<file path="config.mk">
export PLATFORM = sky130hd
export DESIGN_NAME = vedic_seq_mult
export DESIGN_NICKNAME = d
export VERILOG_FILES = /design/src/rtl/vedic_pkg.sv /design/src/rtl/vedic_2x2.sv /design/src/rtl/vedic_seq_mult.sv
export SDC_FILE = /design/constraint.sdc
export NUM_CORES = 1
export LEC_CHECK = 0
export BUFFER_PORTS_ARGS = -buffer_cell sky130_fd_sc_hd__buf_2
export CORE_MARGIN = 8
export CORE_UTILIZATION = 50
export CTS_CLUSTER_SIZE = 24
export DETAILED_ROUTE_END_ITERATION = 7
export GPL_ROUTABILITY_DRIVEN = 0
export PLACE_DENSITY = 0.71
export SKIP_CTS_REPAIR_TIMING = 1
export SLEW_MARGIN = 20
export SYNTH_ARGS = -nofsm -noshare
export SYNTH_HDL_FRONTEND = slang
export SYNTH_SLANG_ARGS = --single-unit
</file>
<file path="constraint.sdc">
create_clock -name clk -period 4.8 [get_ports clk]
set_input_delay 0.72 -clock clk [delete_from_list [all_inputs] [get_ports clk]]
set_output_delay 0.72 -clock clk [all_outputs]
set_load 0.02 [all_outputs]
</file>
<file path="src/rtl/vedic_pkg.sv">
// Shared definitions for the iterative Vedic multiplier.
//
// Contents:
//   - FSM state encoding (IDLE / RUN / DONE) as localparam constants and enum
//   - default operand width, digit count D, pair count P and counter width
//   - pair_issued(): whether a digit pair is sent to the 2x2 core
//   - first_idx(): first pair index issued after an accept
//
// Build option:
//   VEDIC_APPROX_EN - when defined, the three lowest-weight digit pairs
//                     (i+j < 2) are never issued, trading accuracy
//                     (error <= 81 for N=8) for three fewer cycles.
package vedic_pkg;

  localparam int VEDIC_N = 8;
  localparam int D       = VEDIC_N / 2;
  localparam int CNT_W   = $clog2(D * D);

`ifdef VEDIC_APPROX_EN
  localparam bit APPROX_EN = 1'b1;
  localparam int P         = D * D - 3;
`else
  localparam bit APPROX_EN = 1'b0;
  localparam int P         = D * D;
`endif

  localparam logic [1:0] ST_IDLE = 2'd0;
  localparam logic [1:0] ST_RUN  = 2'd1;
  localparam logic [1:0] ST_DONE = 2'd2;

  typedef enum logic [1:0] {
    IDLE = ST_IDLE,
    RUN  = ST_RUN,
    DONE = ST_DONE
  } state_e;

  // Pair index k maps to digit i = k mod d of a and digit j = k div d of b.
  function automatic logic pair_issued(input int k, input int d);
    logic skip;
    skip = ((k % d) + (k / d)) < 2;
    return !(APPROX_EN && skip);
  endfunction

  // Approximate mode starts past (0,0) and (1,0); for d == 2 index 2 is
  // (0,1), also skipped, so the only issued pair is index 3.
  function automatic int first_idx(input int d);
    if (!APPROX_EN) return 0;
    return (d == 2) ? 3 : 2;
  endfunction

endpackage

</file>
<file path="src/rtl/vedic_2x2.sv">
// Combinational 2-bit x 2-bit Vedic (Urdhva-Tiryagbhyam) multiplier.
//
// Ports:
//   i_a [1:0] - multiplicand digit
//   i_b [1:0] - multiplier digit
//   o_p [3:0] - unsigned product i_a * i_b
module vedic_2x2 (
  input  logic [1:0] i_a,
  input  logic [1:0] i_b,
  output logic [3:0] o_p
);

  logic w_cross_lo;
  logic w_cross_hi;
  logic w_vert_hi;
  logic w_carry;

  assign w_cross_lo = i_a[1] & i_b[0];
  assign w_cross_hi = i_a[0] & i_b[1];
  assign w_vert_hi  = i_a[1] & i_b[1];
  assign w_carry    = w_cross_lo & w_cross_hi;

  assign o_p[0] = i_a[0] & i_b[0];
  assign o_p[1] = w_cross_lo ^ w_cross_hi;
  assign o_p[2] = w_vert_hi ^ w_carry;
  assign o_p[3] = w_vert_hi & w_carry;

endmodule

</file>
<file path="src/rtl/vedic_seq_mult.sv">
// Iterative N x N unsigned multiplier built around one vedic_2x2 core.
// Both operands are split into D = N/2 two-bit digits; one digit pair is
// multiplied per cycle and the 4-bit partial product is shifted by its
// digit weight 2*(i+j) and accumulated into a 2N-bit register.
//
// Ports:
//   clk         - rising-edge clock
//   rst_n       - asynchronous active-low reset
//   in_valid    - operand pair valid
//   in_ready    - block can accept operands (IDLE only)
//   a, b [N-1:0]- unsigned operands
//   out_valid   - product valid (DONE)
//   out_ready   - consumer accepts product
//   product     - 2N-bit unsigned result (accumulator)
//   busy        - high in RUN or DONE
//   o_dbg_state - current FSM state (ST_IDLE / ST_RUN / ST_DONE)
//
// Handshake: a transfer happens on a rising edge where valid and ready are
// both high; valid sources hold their data stable until that edge.
//
// Build option: VEDIC_APPROX_EN skips the three lowest-weight digit pairs.
module vedic_seq_mult
  import vedic_pkg::*;
#(
  parameter int N = VEDIC_N
) (
  input  logic           clk,
  input  logic           rst_n,
  input  logic           in_valid,
  output logic           in_ready,
  input  logic [N-1:0]   a,
  input  logic [N-1:0]   b,
  output logic           out_valid,
  input  logic           out_ready,
  output logic [2*N-1:0] product,
  output logic           busy,
  output logic [1:0]     o_dbg_state
);

  localparam int DL = N / 2;
  localparam int PP = DL * DL;
  localparam int CW = $clog2(PP);
  localparam logic [CW-1:0] IDX_FIRST = CW'(first_idx(DL));
  localparam logic [CW-1:0] IDX_LAST  = CW'(PP - 1);

  logic [1:0]     r_state;
  logic [N-1:0]   r_a;
  logic [N-1:0]   r_b;
  logic [2*N-1:0] r_acc;
  logic [CW-1:0]  r_idx;

  int             w_i;
  int             w_j;
  logic [1:0]     w_a_dig;
  logic [1:0]     w_b_dig;
  logic [3:0]     w_pp;
  logic [2*N-1:0] w_pp_shift;
  logic [CW-1:0]  w_idx_next;

  // Digit selection and weighting of the core output.
  always_comb begin
    w_i        = int'(r_idx) % DL;
    w_j        = int'(r_idx) / DL;
    w_a_dig    = 2'(r_a >> (2 * w_i));
    w_b_dig    = 2'(r_b >> (2 * w_j));
    w_pp_shift = (2 * N)'(w_pp) << (2 * (w_i + w_j));
  end

  // After the start index, at most one skipped pair (index D) can follow,
  // so stepping by two past a skipped slot is sufficient.
  always_comb begin
    w_idx_next = r_idx + CW'(1);
    if (!pair_issued(int'(w_idx_next), DL)) begin
      w_idx_next = r_idx + CW'(2);
    end
  end

  vedic_2x2 u_core (
    .i_a (w_a_dig),
    .i_b (w_b_dig),
    .o_p (w_pp)
  );

  always_ff @(posedge clk or negedge rst_n) begin
    if (!rst_n) begin
      r_state <= ST_IDLE;
      r_a     <= '0;
      r_b     <= '0;
      r_acc   <= '0;
      r_idx   <= '0;
    end else begin
      case (r_state)
        ST_IDLE: begin
          if (in_valid) begin
            r_a     <= a;
            r_b     <= b;
            r_acc   <= '0;
            r_idx   <= IDX_FIRST;
            r_state <= ST_RUN;
          end
        end
        ST_RUN: begin
          r_acc <= r_acc + w_pp_shift;
          if (r_idx == IDX_LAST) begin
            r_state <= ST_DONE;
          end else begin
            r_idx <= w_idx_next;
          end
        end
        ST_DONE: begin
          if (out_ready) begin
            r_state <= ST_IDLE;
          end
        end
        default: r_state <= ST_IDLE;
      endcase
    end
  end

  assign in_ready    = (r_state == ST_IDLE);
  assign out_valid   = (r_state == ST_DONE);
  assign busy        = (r_state == ST_RUN) || (r_state == ST_DONE);
  assign product     = r_acc;
  assign o_dbg_state = r_state;

endmodule

</file>
==> impl_metrics.csv <==
group,metric,value,unit
status,status,"completed",
clock_tree,cts_made_buffers,5,
timing,fmax,0.248,GHz
global_route,grt.overflow.total,0,
floorplanning,core_area,5070,sq um
power,p_per_area,573,nW/um^2
setup_path,path_delay_family,"adder cells",
hold_path,hold_depth,1,
global_route,grt_pass1_wl,9890,um
timing,tns,0,ns
logic_synthesis,synth_edf_count,0,
hold_path,hold_start,"r_b[7]",
timing,worstMarginPinSlew,0.830,ns
setup_path,cp_slowest_stage_delay,0.65,ns
logic_synthesis,yosysMostFrequentCell,"dfrtp_1",
clock_tree,clockBufferDepth,2,
finish,antenna_cells,0,
floorplanning,die_area,7830,sq um
finish,drive_above_1_share,0.244,
power,vdd_drop_max,279,uV
logic_synthesis,ys_types,46,
setup_path,cp_slowest_cell,"fa_1",
setup_path,worstPathCellList,"ha_1 > inv_1 > fa_1 > nand2_1 > nor3_1 > ha_1 > inv_1 > fa_1 > nand2b_1 > a21oi_1 > o221ai_1 > or3_1 > o211ai_1 > xnor2_1 > o21ai_1",
power,power.leakage,1.44,nW
global_route,grtUsageTotal,0.158,
hold_path,hold_class,"register to register",
timing,rsz0062_at_grt,"no",
floorplanning,fp-row-count,26,
clock_tree,clock_sinks,38,
global_route,grt_pass1_vias,2158,
timing,setup_viol,0,
logic_synthesis,yosysSeqAreaShare,0.362,
logic_synthesis,synth_seq_cells,38,
hold_path,whs_endpoint,"r_b[7]",
placed_design,placed_area,2860,sq um
timing,period_needed,4.03,ns
routing,final_antenna_net_count,0,
setup_path,worstPathArrival,4.20,ns
setup_path,r2r-end,"product[12]",
setup_path,cp-end-kind,"register",
setup_path,reg2reg_depth,15,
placed_design,detailed_place_hpwl,4390,um
setup_path,cp_max_fo,9,
setup_path,critPathKind,"register to register",
logic_synthesis,ys_async_sr_fraction,1.00,
setup_path,r2r_slack,0.77,ns
clock_tree,cts_tree,"built",
logic_synthesis,yosysWarnings,0,
timing,relSlewSlack,0.447,
setup_path,cp-start-kind,"register",
routing,viasPerCell,5.49,
placed_design,place_ws,0.800,ns
timing,hold_viol_final,0,
logic_synthesis,yosys-top-cells-area,"dfrtp_1 36%, ha_1 10%, mux2_2 6.9%",
finish,area_growth,14.3,%
logic_synthesis,synthTopCellsByCount,"38 x dfrtp_1, 34 x nand2_1, 22 x ha_1, 22 x o21ai_0, 17 x nor2_1",
setup_path,cp_num_buf_inv,2,
timing,finalCritPeriodShare,0.840,
routing,drc,0,
logic_synthesis,yosysTopAreaCell,"dfrtp_1",
floorplanning,start_util,0.518,
floorplanning,die_w,88.5,um
flow_run,max_cap_viol_count,0,
routing,wl_per_cell,14.7,um
timing,clock_skew,0.00862,ns
floorplanning,die_h,88.5,um
setup_path,worst_ep_required_time,4.97,ns
logic_synthesis,dominantRegCellSynth,"dfrtp_1",
clock_tree,h-tree-depth,2,
global_route,grt_start_max_net_pins,39,
logic_synthesis,syn_area_per_cell,9.62,sq um
setup_path,r2r-start,"r_idx[0]",
routing,routed-via-count,2090,
finish,final_design_area_no_fill,3000,sq um
logic_synthesis,synth_area,2630,sq um
placed_design,numPortBuffers,40,
logic_synthesis,synth_fp_nets,317,
clock_tree,clock_latency,0.29,ns
finish,final_net_count,354,
logic_synthesis,synth_top_area_share,0.362,
clock_tree,path_clk_slew,0.08,ns
global_route,antenna_found_initial,0,
timing,final-max-slew-violation-count,0,
logic_synthesis,synth_cells,273,
floorplanning,num_io_pins,41,
routing,dr.pass1.iters,4,
routing,drtIter0Drc,80,
timing,fin_ws,0.767,ns
clock_tree,cts_root_buf,"clkbuf_8",
routing,drt_wl_total,5580,um
==> flip-flops by register name, summed over array words and instances (netlist names) <==
signal	cells
product	16
r_a	8
r_idx	4
o_dbg_state	2
r_b	8
==> cell usage in the layout, fill, tap and decap left out, drive strengths merged, types with 7 or more instances in the layout <==
cell type / Yosys / routed
dfrtp: 38 / 38
nand2: 35 / 35
nand2b: 8 / 8
inv: 13 / 13
nor2: 17 / 17
buf: 5 / 41
a21oi: 16 / 16
mux2: 16 / 16
o21ai: 23 / 23
nor3: 7 / 7
ha: 22 / 22
==> worst register-to-register path: stages, from the launching register on <==
cell and delay [ns]:
dfrtp_1 0.53, ha_1 0.20, inv_1 0.05, fa_1 0.65
nand2_1 0.16, nor3_1 0.23, ha_1 0.26, inv_1 0.07
fa_1 0.39, nand2b_1 0.19, a21oi_1 0.23, o221ai_1 0.23
or3_1 0.41, o211ai_1 0.10, xnor2_1 0.14, o21ai_1 0.07
==> report_power, final <==
part	internal [mW]	leakage [nW]	switching [mW]
clock	0.222	0.0714	0.119
combinational	0.364	0.880	0.501
sequential	0.431	0.485	0.0845
total	1.02	1.44	0.704
==> layout make-up <==
type | instances | area (sq um)
Sequential cell | 38 | 951
Clock inverter | 2 | 60.1
Fill cell | 471 | 2070
Multi-Input combinational cell | 211 | 1570
Clock buffer | 6 | 82.6
Tap cell | 70 | 87.6
Timing Repair Buffer | 41 | 208
Inverter | 13 | 48.8
==> layer usage <==
metal,wire [um],GRT usage,up-vias
met3,250,0.0381,8
met4,74,0.0492,0
met1,2470,0.191,992
li1,-,-,1046
met2,2780,0.269,44
met5,0,0,-
==> cell families (layout without fill, tap and decap cells) <==
kind of cell	Yosys count	in the layout	share of synthesized area
muxes	21	21	0.107
xor gates and xnor gates	12	12	0.0400
buffers and inverters	24	62	0.0419
DFF	38	38	0.362
AOI/OAI and AO/OA	65	65	0.169
adders and majority gates	24	24	0.120
and+or+nand+nor	89	89	0.161
==> worst max-delay path by stage <==
stage | to | start | cells past startpoint | slack (ns)
after global placement | product[12] | r_idx[0] | 15 | 0.86
after detailed placement | product[12] | r_idx[2] | 15 | 0.80
final | product[12] | r_idx[0] | 15 | 0.77
after CTS | product[12] | r_idx[2] | 15 | 0.78
after global routing | product[12] | r_idx[2] | 15 | 0.48
after floorplan | product[12] | r_idx[2] | 14 | 1.14
==> through the flow <==
| step | total power [mW] | hold WS (ns) | std cells | util |
|---|---|---|---|---|
| 2_1_floorplan | 1.19 | 0.424 | 273 | - |
| 6_report | 1.72 | 0.512 | 381 | 0.592 |
| 3_5_place_dp | 1.39 | 0.496 | 373 | 0.564 |
| 4_1_cts | 1.74 | 0.513 | 381 | 0.592 |
| 3_3_place_gp | 1.37 | 0.490 | 373 | 0.564 |
| 5_1_grt | 1.86 | 0.526 | 381 | 0.592 |
No activity file was read; power rests on OpenSTA's default activity.
